[config.mk]
export PLATFORM = sky130hd
export DESIGN_NAME = perceptron_predictor_table
export DESIGN_NICKNAME = d
export VERILOG_FILES = /design/src/rtl/perceptron_pkg.sv /design/src/rtl/perceptron_train.sv /design/src/rtl/perceptron_predictor_table.sv
export SDC_FILE = /design/constraint.sdc
export NUM_CORES = 2
export LEC_CHECK = 0
export BUFFER_PORTS_ARGS = -buffer_cell sky130_fd_sc_hd__buf_2
export CORE_UTILIZATION = 41
export CTS_BUF_LIST = sky130_fd_sc_hd__clkbuf_4
export CTS_CLUSTER_SIZE = 12
export DETAILED_ROUTE_END_ITERATION = 12
export PLACE_DENSITY = 0.67
export RECOVER_POWER = 100
export SYNTH_ARGS = -nofsm -noshare
export SYNTH_HDL_FRONTEND = slang
export SYNTH_HIERARCHICAL = 1
export SYNTH_SLANG_ARGS = --single-unit
[constraint.sdc]
create_clock -name clk -period 46.1 [get_ports clk]
set_input_delay 4.61 -clock clk [delete_from_list [all_inputs] [get_ports clk]]
set_output_delay 4.61 -clock clk [all_outputs]
set_load 0.01 [all_outputs]
[src/rtl/perceptron_pkg.sv]
// Shared definitions for the perceptron branch predictor: branch-kind encodings,
// saturating weight arithmetic and the default training threshold.
package perceptron_pkg;

  localparam logic [1:0] BR_NONE = 2'd0;
  localparam logic [1:0] BR_JUMP = 2'd2;
  localparam logic [1:0] BR_COND = 2'd3;

  // floor(1.93*history + 14), kept in integer arithmetic
  function automatic int default_threshold(input int history);
    return (193 * history) / 100 + 14;
  endfunction

  function automatic int sat_inc(input int w, input int width);
    int max_w;
    max_w = (1 << (width - 1)) - 1;
    return (w >= max_w) ? max_w : w + 1;
  endfunction

  function automatic int sat_dec(input int w, input int width);
    int min_w;
    min_w = -(1 << (width - 1));
    return (w <= min_w) ? min_w : w - 1;
  endfunction

endpackage

[src/rtl/perceptron_train.sv]
// Combinational training step for one perceptron: decides whether to train and
// produces the saturated next weight vector (index 0 = bias, i+1 = history bit i).
module perceptron_train
  import perceptron_pkg::*;
#(
  parameter int HISTORY      = 8,
  parameter int WEIGHT_WIDTH = 8,
  parameter int SUM_W        = 12,
  parameter int THRESHOLD    = 29
) (
  input  logic [HISTORY:0][WEIGHT_WIDTH-1:0] weights,
  input  logic [HISTORY-1:0]                 history,
  input  logic                               taken,
  input  logic signed [SUM_W-1:0]            sum,
  output logic [HISTORY:0][WEIGHT_WIDTH-1:0] next_weights,
  output logic                               train_en
);

  function automatic logic [WEIGHT_WIDTH-1:0] step(input logic [WEIGHT_WIDTH-1:0] w,
                                                   input logic up);
    int wi;
    wi = int'($signed(w));
    return up ? WEIGHT_WIDTH'(sat_inc(wi, WEIGHT_WIDTH))
              : WEIGHT_WIDTH'(sat_dec(wi, WEIGHT_WIDTH));
  endfunction

  int   sum_i;
  int   sum_abs;
  logic mispredict;

  always_comb begin
    sum_i        = int'(sum);
    sum_abs      = (sum_i < 0) ? -sum_i : sum_i;
    mispredict   = (sum_i >= 0) != taken;
    train_en     = mispredict || (sum_abs <= THRESHOLD);
    next_weights = weights;
    next_weights[0] = step(weights[0], taken);
    for (int i = 0; i < HISTORY; i++) begin
      next_weights[i+1] = step(weights[i+1], history[i] == taken);
    end
  end

endmodule

[src/rtl/perceptron_predictor_table.sv]
// PC-indexed perceptron branch predictor with a speculative global history
// register, one-cycle registered prediction and training on branch resolve.
module perceptron_predictor_table
  import perceptron_pkg::*;
#(
  parameter int HISTORY      = 8,
  parameter int WEIGHT_WIDTH = 8,
  parameter int INDEX_BITS   = 4,
  parameter int PC_WIDTH     = 32,
  parameter int THRESHOLD    = default_threshold(HISTORY),
  parameter int SUM_W        = WEIGHT_WIDTH + $clog2(HISTORY + 2)
) (
  input  logic                       clk,
  input  logic                       rst,
  input  logic                       pred_req,
  input  logic [PC_WIDTH-1:0]        pred_pc,
  input  logic [1:0]                 branch_inst,
  output logic                       pred_valid,
  output logic                       prediction,
  output logic signed [SUM_W-1:0]    pred_sum,
  output logic [HISTORY-1:0]         pred_history,
  input  logic                       upd_valid,
  input  logic [PC_WIDTH-1:0]        upd_pc,
  input  logic                       upd_taken,
  input  logic signed [SUM_W-1:0]    upd_sum,
  input  logic [HISTORY-1:0]         upd_history,
  output logic [HISTORY-1:0]         ghr
);

  localparam int ENTRIES = 1 << INDEX_BITS;

  logic [HISTORY:0][WEIGHT_WIDTH-1:0] table_q [ENTRIES];

  logic [INDEX_BITS-1:0] pred_idx;
  logic [INDEX_BITS-1:0] upd_idx;
  logic                  unused_pc;

  assign pred_idx  = pred_pc[INDEX_BITS+1:2];
  assign upd_idx   = upd_pc[INDEX_BITS+1:2];
  assign unused_pc = ^{pred_pc[PC_WIDTH-1:INDEX_BITS+2], pred_pc[1:0],
                       upd_pc[PC_WIDTH-1:INDEX_BITS+2], upd_pc[1:0]};

  // Dot product reads the table before this edge's training write lands.
  logic signed [SUM_W-1:0]        dot_sum;
  logic signed [WEIGHT_WIDTH-1:0] w_s;

  always_comb begin
    dot_sum = SUM_W'($signed(table_q[pred_idx][0]));
    w_s     = '0;
    for (int i = 0; i < HISTORY; i++) begin
      w_s = $signed(table_q[pred_idx][i+1]);
      if (ghr[i]) dot_sum = dot_sum + SUM_W'(w_s);
      else        dot_sum = dot_sum - SUM_W'(w_s);
    end
  end

  logic                    nxt_pred;
  logic signed [SUM_W-1:0] nxt_sum;
  logic                    is_cond;

  always_comb begin
    nxt_pred = 1'b0;
    nxt_sum  = '0;
    is_cond  = 1'b0;
    case (branch_inst)
      BR_JUMP: nxt_pred = 1'b1;
      BR_COND: begin
        nxt_pred = ~dot_sum[SUM_W-1];
        nxt_sum  = dot_sum;
        is_cond  = 1'b1;
      end
      BR_NONE: nxt_pred = 1'b0;
      default: nxt_pred = 1'b0;
    endcase
  end

  logic [HISTORY:0][WEIGHT_WIDTH-1:0] trained_w;
  logic                               train_en;
  logic                               upd_mispredict;

  assign upd_mispredict = upd_valid && ((~upd_sum[SUM_W-1]) != upd_taken);

  perceptron_train #(
    .HISTORY      (HISTORY),
    .WEIGHT_WIDTH (WEIGHT_WIDTH),
    .SUM_W        (SUM_W),
    .THRESHOLD    (THRESHOLD)
  ) u_train (
    .weights      (table_q[upd_idx]),
    .history      (upd_history),
    .taken        (upd_taken),
    .sum          (upd_sum),
    .next_weights (trained_w),
    .train_en     (train_en)
  );

  always_ff @(posedge clk or posedge rst) begin
    if (rst) begin
      for (int e = 0; e < ENTRIES; e++) table_q[e] <= '0;
    end else if (upd_valid && train_en) begin
      table_q[upd_idx] <= trained_w;
    end
  end

  // Mispredict repair takes priority over the speculative shift.
  always_ff @(posedge clk or posedge rst) begin
    if (rst) begin
      ghr          <= '0;
      pred_valid   <= 1'b0;
      prediction   <= 1'b0;
      pred_sum     <= '0;
      pred_history <= '0;
    end else begin
      pred_valid <= pred_req;
      if (pred_req) begin
        prediction   <= nxt_pred;
        pred_sum     <= nxt_sum;
        pred_history <= ghr;
      end
      if (upd_mispredict) begin
        ghr <= {upd_history[HISTORY-2:0], upd_taken};
      end else if (pred_req && is_cond) begin
        ghr <= {ghr[HISTORY-2:0], nxt_pred};
      end
    end
  end

endmodule

**Word level (Yosys, flattened, before mapping)**

Cells that the tools add are included.

- Input bits: 91
- Register bits: 1182
- Logic and storage cells: 280

- Equality and inequality tests: 12
- Bitwise logic cells: 4
- Mux-type cells: 50
- Add/subtract/negate cells: 35
- Reductions and logical operators: 6
- Order comparisons: 24

Operator list:

| cell | number |
|---|---|
| $bwmux 1152 | 1 |
| $bmux 72 s4 | 2 |
| $mux 72 | 5 |
| $demux 72 s4 | 1 |
| $mux 8 | 29 |
| $mux 12 | 9 |
| $add 12x8->12 | 7 |
| $sub 12x8->12 | 7 |
| $add 8x2->8 const B | 9 |
| $ge 8x8->1 const B | 9 |
| $le 8x8->1 const B | 9 |
| $sub 8x2->8 const B | 9 |
| $le 32x6->1 const B | 1 |
| $mux 32 | 1 |
| $neg 12->32 | 1 |
| $ge 12x1->1 const B | 1 |
| $lt 12x1->1 const B | 1 |
| $ge 5x5->1 const B | 2 |
| $not 4->5 | 2 |
| $add 8x8->9 | 1 |
| $sub 8x8->9 | 1 |
| $eq 1x1->1 | 8 |
| $lt 5x1->1 const B | 1 |
| $eq 2x2->1 const B | 2 |
| 7 further kinds | 12 |

**Depth between registers and ports, before layout**

- Depth in word-level cells: 24
- Gate-level depth with buffers: 52
- Gate-level depth less buffers: 44

**By module**

Netlist, hierarchy kept.

By module, submodules not included:

| module | seq. area each (µm²) | instances | area an instance (µm²) | cells each |
|---|---|---|---|---|
| perceptron_predictor_table | 29578.4 | 1 | 66435.0 | 4405 |
| perceptron_train | 0.0 | 1 | 3774.9 | 603 |

**Least setup slack after synthesis**

No wires, ideal clock.

- Path type: input-to-reg
- From: input pred_pc[3]
- To: register prediction
- Required time: 46.036 ns
- Data arrival time: 14.187 ns
- Stages: 45
- Setup time: 0.064 ns
- Setup slack: 31.849 ns
- Cell sequence: buf_2 > buf_2 > buf_1 > buf_2 > buf_4 > buf_2 > buf_2 > buf_1 > mux4_2 > mux4_2 > ha_1 > inv_1 > fa_1 > inv_1 > fa_1 > ha_1 > a21o_1 > a21oi_1 > [9 not listed] > ha_1 > a21oi_1 > xnor2_1 > ha_1 > and3_1 > a311oi_1 > xnor2_1 > ha_1 > a21oi_1 > xnor2_1 > ha_1 > o21a_1 > nor2_1 > a21oi_1 > xnor2_1 > xnor3_1 > a21oi_1 > a21o_1

- Longest elaborated chain between the ends: 22

RTL lines:

| element | line | source |
|---|---|---|
| start: declaration | perceptron_predictor_table.sv:16 | `input logic [PC_WIDTH-1:0] pred_pc,` |
| $not 4->5 (not written as such) (*) | perceptron_predictor_table.sv:48, perceptron_predictor_table.sv:51 |  |
| $bmux 72 s4 (*) | perceptron_predictor_table.sv:48, perceptron_predictor_table.sv:51 |  |
| $mux 72 (not written as such) (*) (2 in a row) | perceptron_predictor_table.sv:51 | `w_s = $signed(table_q[pred_idx][i+1]);` |
| $sub 8x8->9 / $add 8x8->9 (equally long branches) | perceptron_predictor_table.sv:53, perceptron_predictor_table.sv:52 |  |
| $mux 12 | perceptron_predictor_table.sv:52 | `if (ghr[i]) dot_sum = dot_sum + SUM_W'(w_s);` |
| $sub 12x8->12 / $add 12x8->12 (equally long branches) | perceptron_predictor_table.sv:53, perceptron_predictor_table.sv:52 |  |
| $mux 12 | perceptron_predictor_table.sv:52 |  |
| $sub 12x8->12 / $add 12x8->12 (equally long branches) | perceptron_predictor_table.sv:53, perceptron_predictor_table.sv:52 |  |
| [5 not listed] | n/a |  |
| $sub 12x8->12 / $add 12x8->12 (equally long branches) | perceptron_predictor_table.sv:53, perceptron_predictor_table.sv:52 |  |
| $mux 12 | perceptron_predictor_table.sv:52 |  |
| $sub 12x8->12 / $add 12x8->12 (equally long branches) | perceptron_predictor_table.sv:53, perceptron_predictor_table.sv:52 |  |
| $mux 12 | perceptron_predictor_table.sv:52 |  |
| $sub 12x8->12 / $add 12x8->12 (equally long branches) | perceptron_predictor_table.sv:53, perceptron_predictor_table.sv:52 |  |
| $mux 12 (*) | perceptron_predictor_table.sv:52 |  |
| $not 1->1 (*) | perceptron_predictor_table.sv:68 | `nxt_pred = ~dot_sum[SUM_W-1];` |
| $pmux 1 s2 (*) | perceptron_predictor_table.sv:65 | `case (branch_inst)` |
| end signal: assignment | perceptron_predictor_table.sv:116 | `prediction <= nxt_pred;` |
| end: declaration | perceptron_predictor_table.sv:19 | `output logic prediction,` |

Mark *: on every way between the ends. The rest lies on a longest branch, timed or not. The select of a mux whose other input is x is not followed.
A chain may end at the register's enable or synchronous reset.

**Final worst setup path**

- From: input pred_pc[2]
- To: register ghr[0]

- Longest elaborated chain between the ends: 24

RTL lines:

| element | line | source |
|---|---|---|
| $not 4->5 (not written as such) (*) | perceptron_predictor_table.sv:48, perceptron_predictor_table.sv:51 |  |
| $bmux 72 s4 (*) | perceptron_predictor_table.sv:48, perceptron_predictor_table.sv:51 |  |
| $mux 72 (not written as such) (*) (2 in a row) | perceptron_predictor_table.sv:51 |  |
| $sub 8x8->9 / $add 8x8->9 (equally long branches) | perceptron_predictor_table.sv:53, perceptron_predictor_table.sv:52 |  |
| $mux 12 | perceptron_predictor_table.sv:52 |  |
| $sub 12x8->12 / $add 12x8->12 (equally long branches) | perceptron_predictor_table.sv:53, perceptron_predictor_table.sv:52 |  |
| $mux 12 | perceptron_predictor_table.sv:52 |  |
| $sub 12x8->12 / $add 12x8->12 (equally long branches) | perceptron_predictor_table.sv:53, perceptron_predictor_table.sv:52 |  |
| [7 not listed] | n/a |  |
| $sub 12x8->12 / $add 12x8->12 (equally long branches) | perceptron_predictor_table.sv:53, perceptron_predictor_table.sv:52 |  |
| $mux 12 | perceptron_predictor_table.sv:52 |  |
| $sub 12x8->12 / $add 12x8->12 (equally long branches) | perceptron_predictor_table.sv:53, perceptron_predictor_table.sv:52 |  |
| $mux 12 (*) | perceptron_predictor_table.sv:52 |  |
| $not 1->1 (*) | perceptron_predictor_table.sv:68 |  |
| $pmux 1 s2 (*) | perceptron_predictor_table.sv:65 |  |
| $mux 8 (*) | perceptron_predictor_table.sv:122 | `end else if (pred_req && is_cond) begin` |
| $mux 8 (*) | perceptron_predictor_table.sv:120 | `if (upd_mispredict) begin` |
| end signal: assignment | perceptron_predictor_table.sv:121 | `ghr <= {upd_history[HISTORY-2:0], upd_taken};` |
| end signal: assignment | perceptron_predictor_table.sv:123 | `ghr <= {ghr[HISTORY-2:0], nxt_pred};` |
| end: declaration | perceptron_predictor_table.sv:27 | `output logic [HISTORY-1:0] ghr` |

Marked as above.

==> results.cfg <==
[outcome]
status = finished with violations
violations = capacitance limit, slew limit

[yosys]
synth_nets = 5228
ys_top_cells_by_area = dfrtp_1 42%, mux4_2 20%, mux2_2 19%
postSynthCellCount = 5008
synth_top_area_cell = dfrtp_1
synthesis.area_um2 = 70200
ys_types = 93
synth_seq_cells = 1182
synth_top_area_share_pct = 42.1
synth.most_common_cell = mux2_2
avgSynthCellArea_um2 = 14.0
synthTopCellsByCount = 1,201 x mux2_2, 1,182 x dfrtp_1, 633 x mux4_2, 278 x clkbuf_1, 170 x nor2_1
synth_flop_cell = dfrtp_1
yosysWarningCount = 6
async_reset_ff_share_pct = 100
synth_enable_flop_cells = 0
seq_area_frac_synth_pct = 42.1

[drt]
firstDrtPassIters = 6
ant_nets = 0
drt-total-wl_mm = 197
vias_per_cell = 6.15
drt_iter0_markers = 3668
wl_per_cell_um = 25.9
drc = 0
vias = 46647

[clocking]
clockBufferDepth = 4
clk_latency_ns = 1.30
clk_pin_slew_ns = 0.07
cts_root_buffer = clkbuf_4
cts-buffers-inserted = 345
cts.repair.resized = 0
cts_tree = built
cts_max_level = 5
postCtsSetupBuffers = 0
clock-sinks = 1182
holdBufCountCts = 0

[floorplanning]
ios = 121
core_area_um2 = 170000
die_h_um = 416
die_area_um2 = 173000
start_util_pct = 41.4
die_x_um = 416
fp-row-count = 151

[min_path]
worst_hold_startpoint = prediction
hold_end = prediction
holdPathStages = 1
hold_class = reg2reg

[timing]
fin_setup_tns_ns = 0
setup_violations = 0
worst_slew_margin_rel_pct = -484
tightest_slew_ns = 8.76
period_needed_ns = 20.98
hold_viol = 0
drv_slew = 2044
finClkSkew_ns = 0.110
rsz0062_at_grt = no
fmax_ghz = 0.0477
hold-worst-slack_ns = 0.490
fin_crit_sh_pct = 45.5

[grt]
grt_max_degree = 168
grt_pass1_vias = 48078
grt_pass1_wl_mm = 301
gr-total-overflow = 0
grtUsageTotal_pct = 22.8
antenna_found_initial = 6

[setup_path]
rr_endpoint = ghr[0]
end_kind = flip-flop
cp-start-kind = input port
r2r_setup_slack_ns = 36.33
path_class = in2reg
cp_common_cell = ha_1
regToRegStartpoint = table_q[297]
worstPathRequired_ns = 47.26
critPathMaxFanout = 57
arrival_ns = 22.14
cp_slowest_cell = clkbuf_1
r2r.worst_path.cells = 38
crit_path_max_incr_delay_ns = 3.62

[layout]
drive_gt1_share_pct = 46.5
syn2layout_area_growth_pct = 8.74
seqCellArea_um2 = 29600
multi_input_area_um2 = 38500
final_cell_area_um2 = 76300
final_nets = 5347
final_cells = 7583
nFillCells = 15140

[placement]
portBuffers = 64
place.gp.congestion = 0.867
hpwlAfterDp_mm = 118
placed_area_um2 = 72600
dp.cells = 6998

[flow_run]
maxCapViolCount = 42
routing by layer:
layer  up-vias  track usage (%)  share of wire (%)
li1      19764                -                  -
met1     24782             30.1                 42
met2      1683             36.8                 48
met3       416             4.16                6.3
met4         2             9.69                3.8
met5         -                0             0.0051
cells in the final DEF, fill, tap and decap left out, types with 14 or more instances in the layout:
master,netlist,final
dfrtp_1,1182,1182
clkinv_1,0,56
ha_1,121,121
a221oi_1,35,35
nand2_1,121,120
mux2_2,1201,1196
o21bai_1,29,29
nor2b_1,32,31
buf_4,17,55
inv_1,87,85
clkbuf_1,278,88
buf_2,47,27
xor2_1,61,61
mux4_2,633,633
a22o_1,17,17
o21ai_0,103,107
nor4_1,14,15
clkbuf_4,0,504
a21o_1,20,20
nor2_1,170,165
a31oi_1,26,26
nor3_1,39,39
a22oi_1,27,27
and3_1,31,31
mux2i_1,121,121
and2_1,17,14
xnor2_1,95,95
a21oi_1,134,134
nand3_1,61,60
flip-flops by register name (all words and copies together), names as in the netlist:
register,flops
pred_sum,12
pred_history,8
prediction,1
ghr,8
table_q,1152
pred_valid,1
worst max-delay path by stage:
stage	from	endpoint	slack, ns
6_report	pred_pc[2]	ghr[0]	25.12
5_1_grt	rst	table_q[280]	22.39
4_1_cts	pred_pc[3]	ghr[0]	32.04
2_1_floorplan	rst	ghr[0]	8.19
3_3_place_gp	pred_pc[3]	ghr[0]	30.68
3_5_place_dp	pred_pc[3]	ghr[0]	30.68
final cells by class:
type | count | share of cell area, %
timing repair buffer | 177 | 1.28
multi-input combinational | 3332 | 50.5
inverter | 89 | 0.439
clock inverter | 70 | 0.436
sequential | 1182 | 38.7
antenna | 11 | 0.0361
clock buffer | 504 | 4.96
tap | 2218 | 3.63
through the flow:
| step | worst slack, ns | util [%] |
|---|---|---|
| 3_3_place_gp | 30.68 | 42.8 |
| 6_report | 25.12 | 45.0 |
| 3_5_place_dp | 30.68 | 42.8 |
| 5_1_grt | 22.39 | 45.0 |
| 2_1_floorplan | 8.19 | - |
| 4_1_cts | 32.04 | 45.2 |
logic make-up (layout without fill, tap and decap cells):
logic type	after synthesis	in the layout	share of synthesized area [%]
compound gates	524	524	5.01
xor+xnor	165	165	2.20
fa+ha+maj	129	129	2.38
buf+inv	494	840	3.07
flops	1182	1182	42.1
mux	1955	1955	41.3
other cells	0	11	0
simple gates	559	559	3.92
worst max-delay path, delay by kind of cell:
| family | cells | cell delay [ns] |
|---|---|---|
| buf+inv | 4 | 8.74 |
| fa+ha+maj | 7 | 2.25 |
| compound gates | 8 | 1.88 |
| xor+xnor | 7 | 1.73 |
| mux | 4 | 1.69 |
| simple gates | 8 | 0.93 |
Power is left out: the tool's default activity adds up to more than one toggle a clock period on the data nets, which glitch-free logic cannot reach.
